[src/rtl/vmask_reduce_seq_pkg.sv]
`default_nettype none
// ============================================================================
// Module      : vmask_reduce_seq_pkg
// Description : Shared types and defaults for the sequential vector mask
//               reduction unit (vcpop.m / vfirst.m).
// Revision    : 1.0 - initial release
// ============================================================================
package vmask_reduce_seq_pkg;

    // Reduction operation selected per request
    typedef enum logic [0:0] {
        VMASK_CPOP  = 1'b0,
        VMASK_FIRST = 1'b1
    } vmask_op_t;

    // Control states of the reduction sequencer
    typedef enum logic [1:0] {
        VM_IDLE = 2'd0,
        VM_BUSY = 2'd1,
        VM_DONE = 2'd2
    } vmask_state_t;

    localparam int VMASK_VLEN  = 128;
    localparam int VMASK_CHUNK = 32;
    localparam int VMASK_XLEN  = 64;

endpackage : vmask_reduce_seq_pkg
`default_nettype wire

[src/rtl/vmask_reduce_seq_if.sv]
`default_nettype none
// ============================================================================
// Module      : vmask_reduce_seq_if
// Description : Request / response bundle of the mask reduction unit. The
//               master is the issuing pipeline, the slave is the unit.
// Revision    : 1.0 - initial release
// ============================================================================
interface vmask_reduce_seq_if
    import vmask_reduce_seq_pkg::*;
#(
    parameter int VLEN = VMASK_VLEN,
    parameter int XLEN = VMASK_XLEN
);
    localparam int VLW = $clog2(VLEN) + 1;

    // request side
    logic            valid;
    logic            ready;
    vmask_op_t       op;
    logic [VLW-1:0]  vl;
    logic [VLEN-1:0] data_vs2;
    logic [VLEN-1:0] data_vm;
    logic            use_mask;
    logic            kill;

    // response side
    logic            res_valid;
    logic            res_ready;
    logic [XLEN-1:0] result;

    modport master (
        output valid, op, vl, data_vs2, data_vm, use_mask, kill, res_ready,
        input  ready, res_valid, result
    );

    modport slave (
        input  valid, op, vl, data_vs2, data_vm, use_mask, kill, res_ready,
        output ready, res_valid, result
    );

endinterface : vmask_reduce_seq_if
`default_nettype wire

[src/rtl/vmask_reduce_seq_chunk_scan.sv]
`default_nettype none
// ============================================================================
// Module      : vmask_chunk_scan
// Description : Combinational scan of one CHUNK-wide slice of the mask:
//               active-bit popcount plus lowest active element index.
// Revision    : 1.0 - initial release
// ============================================================================
module vmask_chunk_scan
    import vmask_reduce_seq_pkg::*;
#(
    parameter int VLEN  = VMASK_VLEN,
    parameter int CHUNK = VMASK_CHUNK,
    localparam int VLW  = $clog2(VLEN) + 1,
    localparam int IW   = (VLEN > 1) ? $clog2(VLEN) : 1,
    localparam int CW   = $clog2(CHUNK) + 1
) (
    input  logic [CHUNK-1:0] vs2_bits,
    input  logic [CHUNK-1:0] vm_bits,
    input  logic             use_mask,
    input  logic [VLW-1:0]   base,
    input  logic [VLW-1:0]   vl,
    output logic [CW-1:0]    pop,
    output logic             hit,
    output logic [IW-1:0]    hit_idx
);
    localparam int OW = (CHUNK > 1) ? $clog2(CHUNK) : 1;

    logic [CHUNK-1:0] active;
    logic [OW-1:0]    offset;

    // An element counts only if it is below vl, set in vs2 and enabled by v0
    for (genvar gi = 0; gi < CHUNK; gi++) begin : g_active
        assign active[gi] = vs2_bits[gi]
                          && (!use_mask || vm_bits[gi])
                          && ((base + VLW'(gi)) < vl);
    end

    // Population count of the active elements in this slice
    always_comb begin
        pop = '0;
        for (int j = 0; j < CHUNK; j++) begin
            pop = pop + CW'(active[j]);
        end
    end

    // Lowest active element: scan downwards so the last write wins
    always_comb begin
        offset = '0;
        for (int j = CHUNK - 1; j >= 0; j--) begin
            if (active[j]) begin
                offset = OW'(j);
            end
        end
    end

    assign hit     = |active;
    assign hit_idx = base[IW-1:0] + IW'(offset);

endmodule : vmask_chunk_scan
`default_nettype wire

[src/rtl/vmask_reduce_seq.sv]
`default_nettype none
// ============================================================================
// Module      : vmask_reduce_seq
// Description : Multi-cycle vcpop.m / vfirst.m unit. Scans a VLEN-bit mask
//               CHUNK bits per cycle, honours vl and v0 masking, exits early
//               for vfirst and returns an XLEN scalar over valid/ready.
// Revision    : 1.0 - initial release
// ============================================================================
module vmask_reduce_seq
    import vmask_reduce_seq_pkg::*;
#(
    parameter int VLEN  = VMASK_VLEN,
    parameter int CHUNK = VMASK_CHUNK,
    parameter int XLEN  = VMASK_XLEN
) (
    input  logic              clk,
    input  logic              rstn,
    vmask_reduce_seq_if.slave bus
);
    localparam int VLW   = $clog2(VLEN) + 1;
    localparam int IW    = (VLEN > 1) ? $clog2(VLEN) : 1;
    localparam int CW    = $clog2(CHUNK) + 1;
    localparam int NCH   = VLEN / CHUNK;
    localparam int PW    = (NCH > 1) ? $clog2(NCH) : 1;
    localparam int LOG2C = $clog2(CHUNK);

    vmask_state_t    state;
    vmask_state_t    state_nxt;

    // latched request
    vmask_op_t       op_q;
    logic [VLEN-1:0] vs2_q;
    logic [VLEN-1:0] vm_q;
    logic            use_mask_q;
    logic [VLW-1:0]  vl_q;

    // sequencing and accumulators
    logic [PW-1:0]   ptr;
    logic [VLW-1:0]  count;
    logic            hit_found;
    logic [IW-1:0]   hit_idx_q;
    logic            res_valid_q;
    logic [XLEN-1:0] result_q;

    // scan datapath
    logic [CHUNK-1:0] vs2_chunks [NCH];
    logic [CHUNK-1:0] vm_chunks  [NCH];
    logic [VLW-1:0]   chunk_base;
    logic [PW-1:0]    last_ptr;
    logic [CW-1:0]    scan_pop;
    logic             scan_hit;
    logic [IW-1:0]    scan_idx;
    logic             is_last;
    logic             scan_finish;
    logic [VLW-1:0]   vl_clamped;

    for (genvar gc = 0; gc < NCH; gc++) begin : g_split
        assign vs2_chunks[gc] = vs2_q[gc*CHUNK +: CHUNK];
        assign vm_chunks[gc]  = vm_q[gc*CHUNK +: CHUNK];
    end

    assign chunk_base = VLW'(ptr) << LOG2C;

    // Last chunk that can hold an element below vl; vl=0 still scans chunk 0
    assign last_ptr = (vl_q == '0) ? '0 : PW'((vl_q - VLW'(1)) >> LOG2C);
    assign is_last  = (ptr == last_ptr);

    // vfirst stops on the first chunk with a hit; earlier chunks had none
    assign scan_finish = is_last || ((op_q == VMASK_FIRST) && scan_hit);

    assign vl_clamped = (bus.vl > VLW'(VLEN)) ? VLW'(VLEN) : bus.vl;

    vmask_chunk_scan #(
        .VLEN  (VLEN),
        .CHUNK (CHUNK)
    ) u_scan (
        .vs2_bits (vs2_chunks[ptr]),
        .vm_bits  (vm_chunks[ptr]),
        .use_mask (use_mask_q),
        .base     (chunk_base),
        .vl       (vl_q),
        .pop      (scan_pop),
        .hit      (scan_hit),
        .hit_idx  (scan_idx)
    );

    // State register
    always_ff @(posedge clk) begin
        if (!rstn) begin
            state <= VM_IDLE;
        end else begin
            state <= state_nxt;
        end
    end

    // Next-state logic; a flush overrides every other transition
    always_comb begin
        state_nxt = state;
        case (state)
            VM_IDLE: if (bus.valid)                       state_nxt = VM_BUSY;
            VM_BUSY: if (scan_finish)                     state_nxt = VM_DONE;
            VM_DONE: if (res_valid_q && bus.res_ready)    state_nxt = VM_IDLE;
            default:                                      state_nxt = VM_IDLE;
        endcase
        if (bus.kill) begin
            state_nxt = VM_IDLE;
        end
    end

    // Capture the request operands on acceptance; contents are don't-care otherwise
    always_ff @(posedge clk) begin
        if (state == VM_IDLE && bus.valid) begin
            op_q       <= bus.op;
            vs2_q      <= bus.data_vs2;
            vm_q       <= bus.data_vm;
            use_mask_q <= bus.use_mask;
            vl_q       <= vl_clamped;
        end
    end

    // Chunk pointer, accumulators and the registered response
    always_ff @(posedge clk) begin
        if (!rstn) begin
            ptr         <= '0;
            count       <= '0;
            hit_found   <= 1'b0;
            hit_idx_q   <= '0;
            res_valid_q <= 1'b0;
            result_q    <= '0;
        end else if (bus.kill) begin
            ptr         <= '0;
            count       <= '0;
            hit_found   <= 1'b0;
            hit_idx_q   <= '0;
            res_valid_q <= 1'b0;
        end else begin
            case (state)
                VM_IDLE: begin
                    if (bus.valid) begin
                        ptr       <= '0;
                        count     <= '0;
                        hit_found <= 1'b0;
                        hit_idx_q <= '0;
                    end
                end
                VM_BUSY: begin
                    if (op_q == VMASK_CPOP) begin
                        count <= count + VLW'(scan_pop);
                    end
                    if (op_q == VMASK_FIRST && !hit_found && scan_hit) begin
                        hit_found <= 1'b1;
                        hit_idx_q <= scan_idx;
                    end
                    if (!scan_finish) begin
                        ptr <= ptr + PW'(1);
                    end
                end
                VM_DONE: begin
                    // First DONE cycle registers the scalar; then hold until taken
                    if (!res_valid_q) begin
                        res_valid_q <= 1'b1;
                        if (op_q == VMASK_FIRST) begin
                            result_q <= hit_found ? XLEN'(hit_idx_q) : '1;
                        end else begin
                            result_q <= XLEN'(count);
                        end
                    end else if (bus.res_ready) begin
                        res_valid_q <= 1'b0;
                    end
                end
                default: begin
                    res_valid_q <= 1'b0;
                end
            endcase
        end
    end

    assign bus.ready     = (state == VM_IDLE);
    assign bus.res_valid = res_valid_q;
    assign bus.result    = result_q;

endmodule : vmask_reduce_seq
`default_nettype wire

[src/flat_wrapper.sv]
// flat-port wrapper written by rule: the top's interface ports become plain ports
module vmask_reduce_seq_flat import vmask_reduce_seq_pkg::*;
#(
    parameter int VLEN  = VMASK_VLEN,
    parameter int CHUNK = VMASK_CHUNK,
    parameter int XLEN  = VMASK_XLEN
)
  (clk, rstn, bus_valid, bus_op, bus_vl, bus_data_vs2, bus_data_vm, bus_use_mask, bus_kill, bus_res_ready, bus_ready, bus_res_valid, bus_result);
  vmask_reduce_seq_if #(.VLEN(VLEN), .XLEN(XLEN)) bus_i ();
  input  logic clk;
  input  logic rstn;
  input wire logic [$bits(bus_i.valid)-1:0] bus_valid;
  input wire logic [$bits(bus_i.op)-1:0] bus_op;
  input wire logic [$bits(bus_i.vl)-1:0] bus_vl;
  input wire logic [$bits(bus_i.data_vs2)-1:0] bus_data_vs2;
  input wire logic [$bits(bus_i.data_vm)-1:0] bus_data_vm;
  input wire logic [$bits(bus_i.use_mask)-1:0] bus_use_mask;
  input wire logic [$bits(bus_i.kill)-1:0] bus_kill;
  input wire logic [$bits(bus_i.res_ready)-1:0] bus_res_ready;
  output wire logic [$bits(bus_i.ready)-1:0] bus_ready;
  output wire logic [$bits(bus_i.res_valid)-1:0] bus_res_valid;
  output wire logic [$bits(bus_i.result)-1:0] bus_result;
  assign bus_i.valid = bus_valid;
  assign bus_i.op = bus_op;
  assign bus_i.vl = bus_vl;
  assign bus_i.data_vs2 = bus_data_vs2;
  assign bus_i.data_vm = bus_data_vm;
  assign bus_i.use_mask = bus_use_mask;
  assign bus_i.kill = bus_kill;
  assign bus_i.res_ready = bus_res_ready;
  assign bus_ready = bus_i.ready;
  assign bus_res_valid = bus_i.res_valid;
  assign bus_result = bus_i.result;
  vmask_reduce_seq #(.VLEN(VLEN), .CHUNK(CHUNK), .XLEN(XLEN)) u_core (.clk(clk), .rstn(rstn), .bus(bus_i));
endmodule
[config.mk]
export PLATFORM = sky130hd
export DESIGN_NAME = vmask_reduce_seq_flat
export DESIGN_NICKNAME = d
export VERILOG_FILES = /design/src/rtl/vmask_reduce_seq_pkg.sv /design/src/rtl/vmask_reduce_seq_if.sv /design/src/rtl/vmask_reduce_seq_chunk_scan.sv /design/src/rtl/vmask_reduce_seq.sv /design/src/flat_wrapper.sv
export SDC_FILE = /design/constraint.sdc
export NUM_CORES = 1
export LEC_CHECK = 0
export BUFFER_PORTS_ARGS = -buffer_cell sky130_fd_sc_hd__buf_2
export CAP_MARGIN = 10
export CORE_MARGIN = 2
export CORE_UTILIZATION = 25
export CTS_BUF_LIST = sky130_fd_sc_hd__clkbuf_8
export CTS_CLUSTER_DIAMETER = 50
export CTS_CLUSTER_SIZE = 8
export DETAILED_ROUTE_END_ITERATION = 16
export PLACE_DENSITY = 0.52
export REMOVE_ABC_BUFFERS = 1
export SLEW_MARGIN = 10
export SYNTH_ARGS = -nofsm -noshare
export SYNTH_HDL_FRONTEND = slang
export SYNTH_HIERARCHICAL = 1
export SYNTH_SLANG_ARGS = --single-unit
[constraint.sdc]
create_clock -name clk -period 8.9 [get_ports clk]
set_input_delay 1.335 -clock clk [delete_from_list [all_inputs] [get_ports clk]]
set_output_delay 1.335 -clock clk [all_outputs]
set_load 0.02 [all_outputs]
==> results of run 1 <==
## Yosys cell counts (5+ instances only)
master / instances
edfxtp_1: 266
ha_1: 194
inv_1: 100
nand2_1: 98
a21oi_1: 91
xnor2_1: 88
mux4_2: 64
nor2_1: 59
buf_4: 55
a21o_1: 42
clkbuf_1: 38
o21ai_0: 37
xor2_1: 37
nor2b_1: 31
dfxtp_1: 30
nand3_1: 28
fa_1: 26
nand2b_1: 26
nand3b_1: 24
nor3_1: 21
o211ai_1: 20
nand4_1: 19
nor3b_1: 18
buf_1: 14
a21boi_0: 13
a31oi_1: 13
or2_2: 12
a2111oi_0: 7
and3_1: 7
o21a_1: 7
a211oi_1: 6
a22o_1: 6
buf_2: 6
or3_1: 6
a211o_1: 5
o211a_1: 5
## critical path, cell delays in order (launching register included)
cell      delay [ns]
dfxtp_4         0.65
buf_4           0.52
mux4_2          0.57
nor2b_1         0.12
nor3b_1         0.08
a21boi_0        0.13
a31oi_1         0.36
inv_1           0.12
fa_1            0.50
fa_1            0.54
inv_1           0.05
fa_1            0.48
fa_1            0.50
inv_1           0.06
fa_1            0.50
fa_1            0.55
ha_1            0.16
inv_1           0.05
fa_1            0.39
xnor2_1         0.15
ha_1            0.35
o21ai_0         0.15
o21bai_1        0.15
a21oi_1         0.10
or4b_2          0.61
nand3_1         0.09
## kinds of logic (layout without fill, tap and decap cells)
kind of cell | Yosys count | after routing | synth area share, %
compound gates | 283 | 283 | 9.99
xor+xnor | 125 | 125 | 5.78
fa+ha+maj | 220 | 220 | 15.6
buf+inv | 216 | 546 | 5.45
flops | 296 | 296 | 45.3
mux | 65 | 65 | 7.66
other cells | 1 | 44 | 0.0198
simple gates | 368 | 368 | 10.2
## power groups by stage
stage               registers, mW  logic, mW  clock network, mW
global route                 1.65       2.20               1.41
detailed placement           1.68       1.88                  0
floorplan                    1.69       1.41                  0
finish                       1.65       1.91               1.29
CTS                          1.65       1.90               1.35
global placement             1.67       1.81                  0
## per-stage QoR
stage / hold slack (ns) / cell area (sq um) / setup WS [ns] / total power, mW
3_3_place_gp: 0.455 / 21600 / 0.807 / 3.48
6_report: 0.462 / 22600 / 0.855 / 4.84
4_1_cts: 0.471 / 22600 / 0.751 / 4.89
2_1_floorplan: 0.440 / 18400 / -1.73 / 3.10
3_5_place_dp: 0.459 / 21600 / 0.746 / 3.56
5_1_grt: 0.492 / 22600 / 0.315 / 5.26
## cell type report
class	instances	share of cell area [%]
well taps	969	5.36
inverters	101	1.71
diodes	3	0.0332
multi-input cells	1102	41.9
clock buffers	57	3.47
flip-flops and latches	296	38.0
clock inverters	28	1.13
repair buffers	360	8.45
## sequential cells by signal (all words and copies together) (netlist names)
name                  count
u_core/bus.res_valid      1
u_core/bus.result         9
u_core/count              8
u_core/hit_found          1
u_core/hit_idx_q          7
u_core/op_q               1
u_core/ptr                2
u_core/state              2
u_core/use_mask_q         1
u_core/vl_q               8
u_core/vm_q             128
u_core/vs2_q            128
## routing by layer
metal | wire [microns] | track usage [%] | vias to the layer above
li1 | - | - | 6420
met1 | 25200 | 19.0 | 6612
met2 | 26600 | 23.9 | 382
met3 | 2980 | 2.72 | 88
met4 | 1460 | 4.31 | 4
met5 | 21 | 0 | -
## worst min path at each step
| stage | start | end | slack, ns | depth (start not counted) |
|---|---|---|---|---|
| 3_5_place_dp | u_core/hit_idx_q[2] | u_core/hit_idx_q[2] | 0.46 | 1 |
| 6_report | u_core/bus.result[6] | u_core/bus.result[6] | 0.46 | 2 |
| 5_1_grt | u_core/bus.result[6] | u_core/bus.result[6] | 0.49 | 2 |
| 3_3_place_gp | u_core/hit_idx_q[6] | u_core/hit_idx_q[6] | 0.46 | 2 |
| 2_1_floorplan | u_core/hit_idx_q[1] | u_core/hit_idx_q[1] | 0.44 | 1 |
| 4_1_cts | u_core/bus.result[6] | u_core/bus.result[6] | 0.47 | 2 |
==> results.yml, run 1 <==
floorplanning:
  core-area_sq_um: 74700
  die_w_microns: 279
  dieArea_sq_um: 78000
  start_util_pct: 25.4
  die_height_microns: 279
  io_pins: 337
  rows: 100
sta:
  tightest_slew_ns: 1.43
  clock_skew_ns: 0.0341
  setup_viol_count_final: 0
  fin_setup_tns_ns: 0
  fin_crit_sh_pct: 90.4
  finalWorstPathRequiredPeriod_ns: 8.05
  fmax_ghz: 0.124
  slew_violations: 0
  hold_viol: 0
  slew_headroom_pct: 4.62
  rsz0062_at_grt: "false"
power:
  p_seq_share_pct: 34.0
  power.internal_mw: 3.15
  power.density_nw_per_um2: 214
  p_sw_share_pct: 34.9
  p_comb_share_pct: 39.4
  clkPwrFrac_pct: 26.6
  p_leak_nw: 9.52
  switching_power_mw: 1.69
  ir_worst_vdd_mv: 0.389
synthesis:
  syn_area_sq_um: 18900
  avgSynthCellArea_sq_um: 12.0
  synth_edf_count: 266
  yosys.cell_types.count: 70
  yosys-top-cells-area: "edfxtp_1 42%, ha_1 13%, mux4_2 7.6%"
  ys_warn_count: 6
  yosys_most_used_dff: "edfxtp_1"
  yosysTopAreaCellShare_pct: 42.2
  yosysSeqAreaShare_pct: 45.3
  synthArstFlopShare_pct: 0
  synth_seq_cells: 296
  synthCells: 1574
  yosysTopAreaCell: "edfxtp_1"
layout:
  synthToLayoutAreaGrowth_pct: 19.4
  multiInputGateArea_sq_um: 9480
  seq_area_sq_um: 8600
  layout-drive-gt1-share_pct: 27.1
  fillers: 7636
  final_common_cell: "buf_2"
  fin_cells: 2916
  final_util_pct: 30.3
  fin_nets: 2404
  final_cell_mix: "336 x buf_2, 266 x edfxtp_1, 194 x ha_1"
hold_path:
  hold_path.class: "flip-flop to flip-flop"
outcome:
  status: "finished clean"
route:
  wl_mm: 56.2
  drc: 0
  num_vias: 13506
  drtIter0Drc: 627
  routed_via_density: 4.63
  wl_per_cell_microns: 19.3
  ant_nets: 0
  drtPass1Iterations: 4
clocking:
  path_clk_slew_ns: 0.06
  cts_root_buffer: "clkbuf_8"
  cts_buffers: 52
  clkLatencyLatePin_ns: 0.65
  cts_tree: "built"
  ctsHoldBuffers: 0
  cts_setup_buffers: 0
  cts.sinks: 296
  h-tree-depth: 2
  cts_buffer_depth: 3
  cts_resized: 0
critical_path:
  r2r_cells: 25
  cp-start-kind: "flip-flop"
  arrival_ns: 8.61
  rr_endpoint: "u_core/count[5]"
  required_ns: 9.47
  rrSetupSlack_ns: 0.85
  rr_startpoint: "u_core/ptr[0]"
  startpoint: "u_core/ptr[0]"
  endpoint: "u_core/count[5]"
  crit_path_end_kind: "flip-flop"
  crit_fanout: 25
  crit_type: "flip-flop to flip-flop"
grt:
  grt_use_total_pct: 14.4
  overflow: 0
  grt_pass1_vias: 14207
  grt_max_degree: 149
  grt_pass1_wl_mm: 85.7
  antenna_found_initial: 6
placed_design:
  placed_cells: 2828
  io_buffers: 336
  hpwlAfterDp_mm: 42.0
  gp_congestion: 0.904
flow_run:
  cap_violations: 0
Power figures use the tool's default switching activity.
==> run 2, diff against run 1 <==
--- a/config.mk
+++ b/config.mk
@@ -8,14 +8,14 @@
 export BUFFER_PORTS_ARGS = -buffer_cell sky130_fd_sc_hd__buf_2
 export CAP_MARGIN = 10
 export CORE_MARGIN = 2
-export CORE_UTILIZATION = 25
+export CORE_UTILIZATION = 50
 export CTS_BUF_LIST = sky130_fd_sc_hd__clkbuf_8
 export CTS_CLUSTER_DIAMETER = 50
 export CTS_CLUSTER_SIZE = 8
 export DETAILED_ROUTE_END_ITERATION = 16
-export PLACE_DENSITY = 0.52
+export PLACE_DENSITY = 0.84
 export REMOVE_ABC_BUFFERS = 1
-export SLEW_MARGIN = 10
+export SLEW_MARGIN = 20
 export SYNTH_ARGS = -nofsm -noshare
 export SYNTH_HDL_FRONTEND = slang
 export SYNTH_HIERARCHICAL = 1
==> run 2 against run 1 <==
Worst setup slack lost 0.0088 ns. Hold slack lost 0.00094 ns. Sequential cell count did not move. Sequential power is essentially flat. Wire length shrank 15%. Largest cell class unchanged. Critical path type unchanged. Cell area shrank 3.8%. Utilization up 28 points. Clock skew is 0.017 ns lower. Final cell count down 16%.
==> results.yml, run 2 (synthesis gave the netlist of run 1 again) <==
power:
  clkPwrFrac_pct: 22.8
  p_seq_share_pct: 36.4
  ir_worst_vdd_mv: 0.369
  power.density_nw_per_um2: 208
  power.internal_mw: 2.96
  p_comb_share_pct: 40.8
  switching_power_mw: 1.57
  finalPower_mw: 4.52
  p_leak_nw: 9.37
  p_sw_share_pct: 34.7
layout:
  fin_nets: 2395
  layout-drive-gt1-share_pct: 26.4
  final_common_cell: "buf_2"
  seq_area_sq_um: 8600
  synthToLayoutAreaGrowth_pct: 14.9
  final_util_pct: 58.1
  fin_area_sq_um: 21800
  fillers: 3129
  multiInputGateArea_sq_um: 9480
  final_cell_mix: "336 x buf_2, 266 x edfxtp_1, 194 x ha_1"
  fin_cells: 2436
floorplanning:
  io_pins: 337
  start_util_pct: 50.5
  core-area_sq_um: 37500
  dieArea_sq_um: 39500
  die_height_microns: 199
  die_w_microns: 199
  rows: 71
sta:
  clock_skew_ns: 0.0166
  rsz0062_at_grt: "false"
  fmax_ghz: 0.124
  fin_crit_sh_pct: 90.5
  hold_slack_ns: 0.461
  slew_violations: 0
  setup_viol_count_final: 0
  tightest_slew_ns: 1.25
  hold_viol: 0
  finalWorstPathRequiredPeriod_ns: 8.05
  slew_headroom_pct: 16.4
critical_path:
  critPathTopFamily: "adder cells"
  max_stage_delay_ns: 0.60
  critPathBufInv: 5
  arrival_ns: 8.60
  cp-start-kind: "flip-flop"
  cp_cell_sequence: "inv_1, ha_1, a21o_1, a2111oi_0, o211ai_1, fa_1, inv_1, fa_1, inv_1, fa_1, fa_1, inv_1, fa_1, fa_1, ha_1, inv_1, fa_1, xnor2_1, ha_1, o21ai_0, o21bai_1, a21oi_1, or4b_2, nand3_1"
  crit_type: "flip-flop to flip-flop"
  crit_fanout: 19
  crit_path_frequent_cell: "fa_1"
  required_ns: 9.44
  crit_slowest_cell: "fa_1"
  crit_path_end_kind: "flip-flop"
clocking:
  ctsHoldBuffers: 0
  cts_buffer_depth: 3
  cts_tree: "built"
  cts.sinks: 296
  clkLatencyLatePin_ns: 0.60
  cts_setup_buffers: 0
  cts_buffers: 46
  cts_resized: 0
  path_clk_slew_ns: 0.06
  h-tree-depth: 2
  cts_root_buffer: "clkbuf_8"
placed_design:
  gp_congestion: 1.02
  placed_cells: 2367
  hpwlAfterDp_mm: 35.3
  dpl_cell_area_sq_um: 21000
  io_buffers: 336
route:
  ant_nets: 0
  drc: 0
  routed_via_density: 5.60
  wl_per_cell_microns: 19.7
  drtPass1Iterations: 5
  wl_mm: 47.9
  drtIter0Drc: 893
  num_vias: 13636
outcome:
  status: "finished clean"
grt:
  grt_max_degree: 159
  grt_pass1_wl_mm: 73.2
  grt_pass1_vias: 13767
  grt_use_total_pct: 24.3
  antenna_found_initial: 1
  overflow: 0
hold_path:
  hold_path.class: "flip-flop to flip-flop"
flow_run:
  cap_violations: 0
run 2: stage by stage:
stage,setup slack (ns),TNS (ns)
6_report,0.846,0
5_1_grt,0.479,0
4_1_cts,0.899,0
3_5_place_dp,0.915,0
3_3_place_gp,0.974,0
2_1_floorplan,-1.73,-10.27
run 2: power groups by stage:
stage | clock [mW] | sequential (mW) | combinational [mW]
after floorplan | 0 | 1.69 | 1.41
after global placement | 0 | 1.67 | 1.76
after detailed placement | 0 | 1.68 | 1.81
after CTS | 1.07 | 1.65 | 1.82
after global routing | 1.11 | 1.66 | 2.12
final | 1.03 | 1.65 | 1.85
run 2: layout make-up:
type                    count  area share, %
clock buffers              48           3.03
repair buffers            357           8.62
inverters                 101           1.78
clock inverters            20          0.598
flip-flops and latches    296           39.5
diodes                      1         0.0115
multi-input cells        1102           43.5
well taps                 511           2.94
run 2: final timing paths:
path	start	slack [ns]	end	cells past startpoint
worst min-delay path	u_core/bus.result[1]	0.46	u_core/bus.result[1]	2
worst max-delay path	u_core/vl_q[5]	0.85	u_core/count[5]	24
worst max register to register	u_core/vl_q[5]	0.85	u_core/count[5]	24
worst min register to register	u_core/bus.result[1]	0.46	u_core/bus.result[1]	2
run 2: layer usage:
layer / global-route usage (%) / routed length (microns) / up-vias
met3: 5.00 / 3960 / 102
met4: 10.9 / 1690 / 0
met2: 40.7 / 23000 / 610
met1: 30.5 / 19200 / 6546
met5: 0 / 0 / -
li1: - / - / 6378
run 2: worst reg2reg max path, cell delays in order, from the launching register on:
cell	delay, ns
edfxtp_1	0.56
inv_1	0.54
ha_1	0.42
a21o_1	0.16
a2111oi_0	0.48
o211ai_1	0.37
fa_1	0.60
inv_1	0.05
fa_1	0.49
inv_1	0.06
fa_1	0.47
fa_1	0.49
inv_1	0.06
fa_1	0.51
fa_1	0.55
ha_1	0.17
inv_1	0.06
fa_1	0.39
xnor2_1	0.15
ha_1	0.34
o21ai_0	0.15
o21bai_1	0.15
a21oi_1	0.10
or4b_2	0.60
nand3_1	0.08
==> run 3, diff against run 2 <==
--- a/config.mk
+++ b/config.mk
@@ -13,7 +13,7 @@
 export CTS_CLUSTER_DIAMETER = 50
 export CTS_CLUSTER_SIZE = 8
 export DETAILED_ROUTE_END_ITERATION = 16
-export PLACE_DENSITY = 0.84
+export PLACE_DENSITY = 0.82
 export REMOVE_ABC_BUFFERS = 1
 export SLEW_MARGIN = 20
 export SYNTH_ARGS = -nofsm -noshare
==> constraint.sdc (replaced) <==
create_clock -name clk -period 9 [get_ports clk]
set_input_delay 1.35 -clock clk [delete_from_list [all_inputs] [get_ports clk]]
set_output_delay 1.35 -clock clk [all_outputs]
set_load 0.02 [all_outputs]
==> run 3 against run 2 <==
Fmax hardly changed. Utilization is 0.12 points higher. Clock skew hardly changed. Die area stayed put. Via count hardly changed. Largest power group unchanged. Total power is 0.25% lower. Global-route usage hardly changed. Sequential cell count stayed put. Wire length is 0.21% higher. Sequential share of layout area is 0.082 points lower. Final cell count is 0.57% higher. Critical endpoint unchanged.
==> results.yml, run 3 (synthesis gave the netlist of run 1 again) <==
floorplanning:
  core-area_sq_um: 37500
  io_pins: 337
  die_height_microns: 199
  dieArea_sq_um: 39500
  start_util_pct: 50.5
  rows: 71
  die_w_microns: 199
clocking:
  cts_buffer_depth: 3
  h-tree-depth: 2
  cts_buffers: 46
  cts_resized: 0
  cts_root_buffer: "clkbuf_8"
  clkLatencyLatePin_ns: 0.59
  cts_setup_buffers: 0
  ctsHoldBuffers: 0
  cts.sinks: 296
  cts_tree: "built"
  path_clk_slew_ns: 0.06
placed_design:
  hpwlAfterDp_mm: 35.7
  io_buffers: 336
  gp_congestion: 0.961
  placed_cells: 2370
sta:
  slew_violations: 0
  clock_skew_ns: 0.0162
  fin_crit_sh_pct: 89.4
  tightest_slew_ns: 1.33
  rsz0062_at_grt: "false"
  slew_headroom_pct: 11.5
  setup_viol_count_final: 0
  fmax_ghz: 0.124
  finalWorstPathRequiredPeriod_ns: 8.05
  hold_viol: 0
  fin_setup_tns_ns: 0
layout:
  final_util_pct: 58.2
  fin_nets: 2398
  final_cell_mix: "336 x buf_2, 266 x edfxtp_1, 194 x ha_1"
  fin_cells: 2450
  synthToLayoutAreaGrowth_pct: 15.1
  fillers: 3096
  layout-drive-gt1-share_pct: 26.3
  final_common_cell: "buf_2"
power:
  power.internal_mw: 2.94
  switching_power_mw: 1.57
  finalPower_mw: 4.51
  p_sw_share_pct: 34.8
  ir_worst_vdd_mv: 0.300
  p_comb_share_pct: 41.1
  p_seq_share_pct: 36.1
  power.density_nw_per_um2: 207
  p_leak_nw: 9.44
  clkPwrFrac_pct: 22.8
route:
  drtPass1Iterations: 6
  ant_nets: 0
  num_vias: 13635
  routed_via_density: 5.57
  wl_per_cell_microns: 19.6
  wl_mm: 48.0
  drtIter0Drc: 1002
  drc: 0
critical_path:
  max_stage_delay_ns: 0.82
  rr_startpoint: "u_core/ptr[0]"
  rr_endpoint: "u_core/count[5]"
  startpoint: "u_core/ptr[0]"
  cp_cell_sequence: "mux4_2, nand2b_1, nand3b_1, a2111oi_0, nor3_1, inv_1, fa_1, inv_1, fa_1, fa_1, fa_1, inv_1, fa_1, fa_1, ha_1, inv_1, fa_1, xnor2_1, ha_1, o21ai_0, o21bai_1, a21oi_1, or4b_2, nand3_1"
  crit_type: "flip-flop to flip-flop"
  critPathTopFamily: "adder cells"
  r2r_cells: 24
  crit_slowest_cell: "dfxtp_4"
  cp-start-kind: "flip-flop"
  required_ns: 9.54
  crit_path_frequent_cell: "fa_1"
  rrSetupSlack_ns: 0.95
  crit_path_end_kind: "flip-flop"
  arrival_ns: 8.58
  crit_fanout: 36
  critPathBufInv: 4
grt:
  antenna_found_initial: 2
  grt_pass1_vias: 13680
  grt_max_degree: 171
  grt_pass1_wl_mm: 73.5
  overflow: 0
  grt_use_total_pct: 24.4
hold_path:
  holdPathEnd: "u_core/bus.result[6]"
  hold_path.class: "flip-flop to flip-flop"
  hp-start: "u_core/bus.result[6]"
  hold_depth: 2
flow_run:
  cap_violations: 0
outcome:
  status: "finished clean"
## run 3: power groups by stage
| stage | Combinational, mW | Sequential, mW | Clock [mW] |
|---|---|---|---|
| floorplan | 1.39 | 1.67 | 0 |
| detailed placement | 1.82 | 1.66 | 0 |
| CTS | 1.84 | 1.63 | 1.07 |
| global route | 2.09 | 1.64 | 1.12 |
| finish | 1.85 | 1.63 | 1.03 |
| global placement | 1.72 | 1.65 | 0 |
## run 3: tightest hold or removal path: stages (launching register included)
cell and delay (ns):
dfxtp_1 0.30, nand2_1 0.04, a21boi_0 0.06
## run 3: cell type report
| type | count | area [sq um] | share of cell area [%] |
|---|---|---|---|
| clock buffers | 49 | 674 | 3.09 |
| inverters | 101 | 387 | 1.77 |
| clock inverters | 29 | 149 | 0.683 |
| well taps | 511 | 639 | 2.93 |
| flip-flops and latches | 296 | 8600 | 39.4 |
| multi-input cells | 1102 | 9480 | 43.4 |
| diodes | 2 | 5.00 | 0.0229 |
| repair buffers | 360 | 1890 | 8.65 |
## run 3: metal layers
metal | vias up | global-route usage [%] | part of all wire [%]
met2 | 602 | 39.5 | 47
met5 | - | 0 | 0.019
met4 | 2 | 10.2 | 3.9
met1 | 6515 | 31.7 | 42
met3 | 118 | 5.36 | 7.7
li1 | 6398 | - | -
## run 3: worst max path at each step
| stage | end | cells after the start |
|---|---|---|
| 2_1_floorplan | u_core/count[5] | 23 |
| 3_3_place_gp | u_core/count[5] | 24 |
| 3_5_place_dp | u_core/count[5] | 24 |
| 4_1_cts | u_core/count[5] | 25 |
| 5_1_grt | u_core/count[5] | 24 |
| 6_report | u_core/count[5] | 24 |
## run 3: metrics by stage
| stage | worst slack (ns) | hold slack (ns) | instance area [sq um] |
|---|---|---|---|
| global placement | 1.11 | 0.445 | 21000 |
| finish | 0.954 | 0.455 | 21800 |
| CTS | 1.01 | 0.459 | 21800 |
| global route | 0.565 | 0.484 | 21800 |
| floorplan | -1.63 | 0.440 | 18400 |
| detailed placement | 1.01 | 0.453 | 21000 |
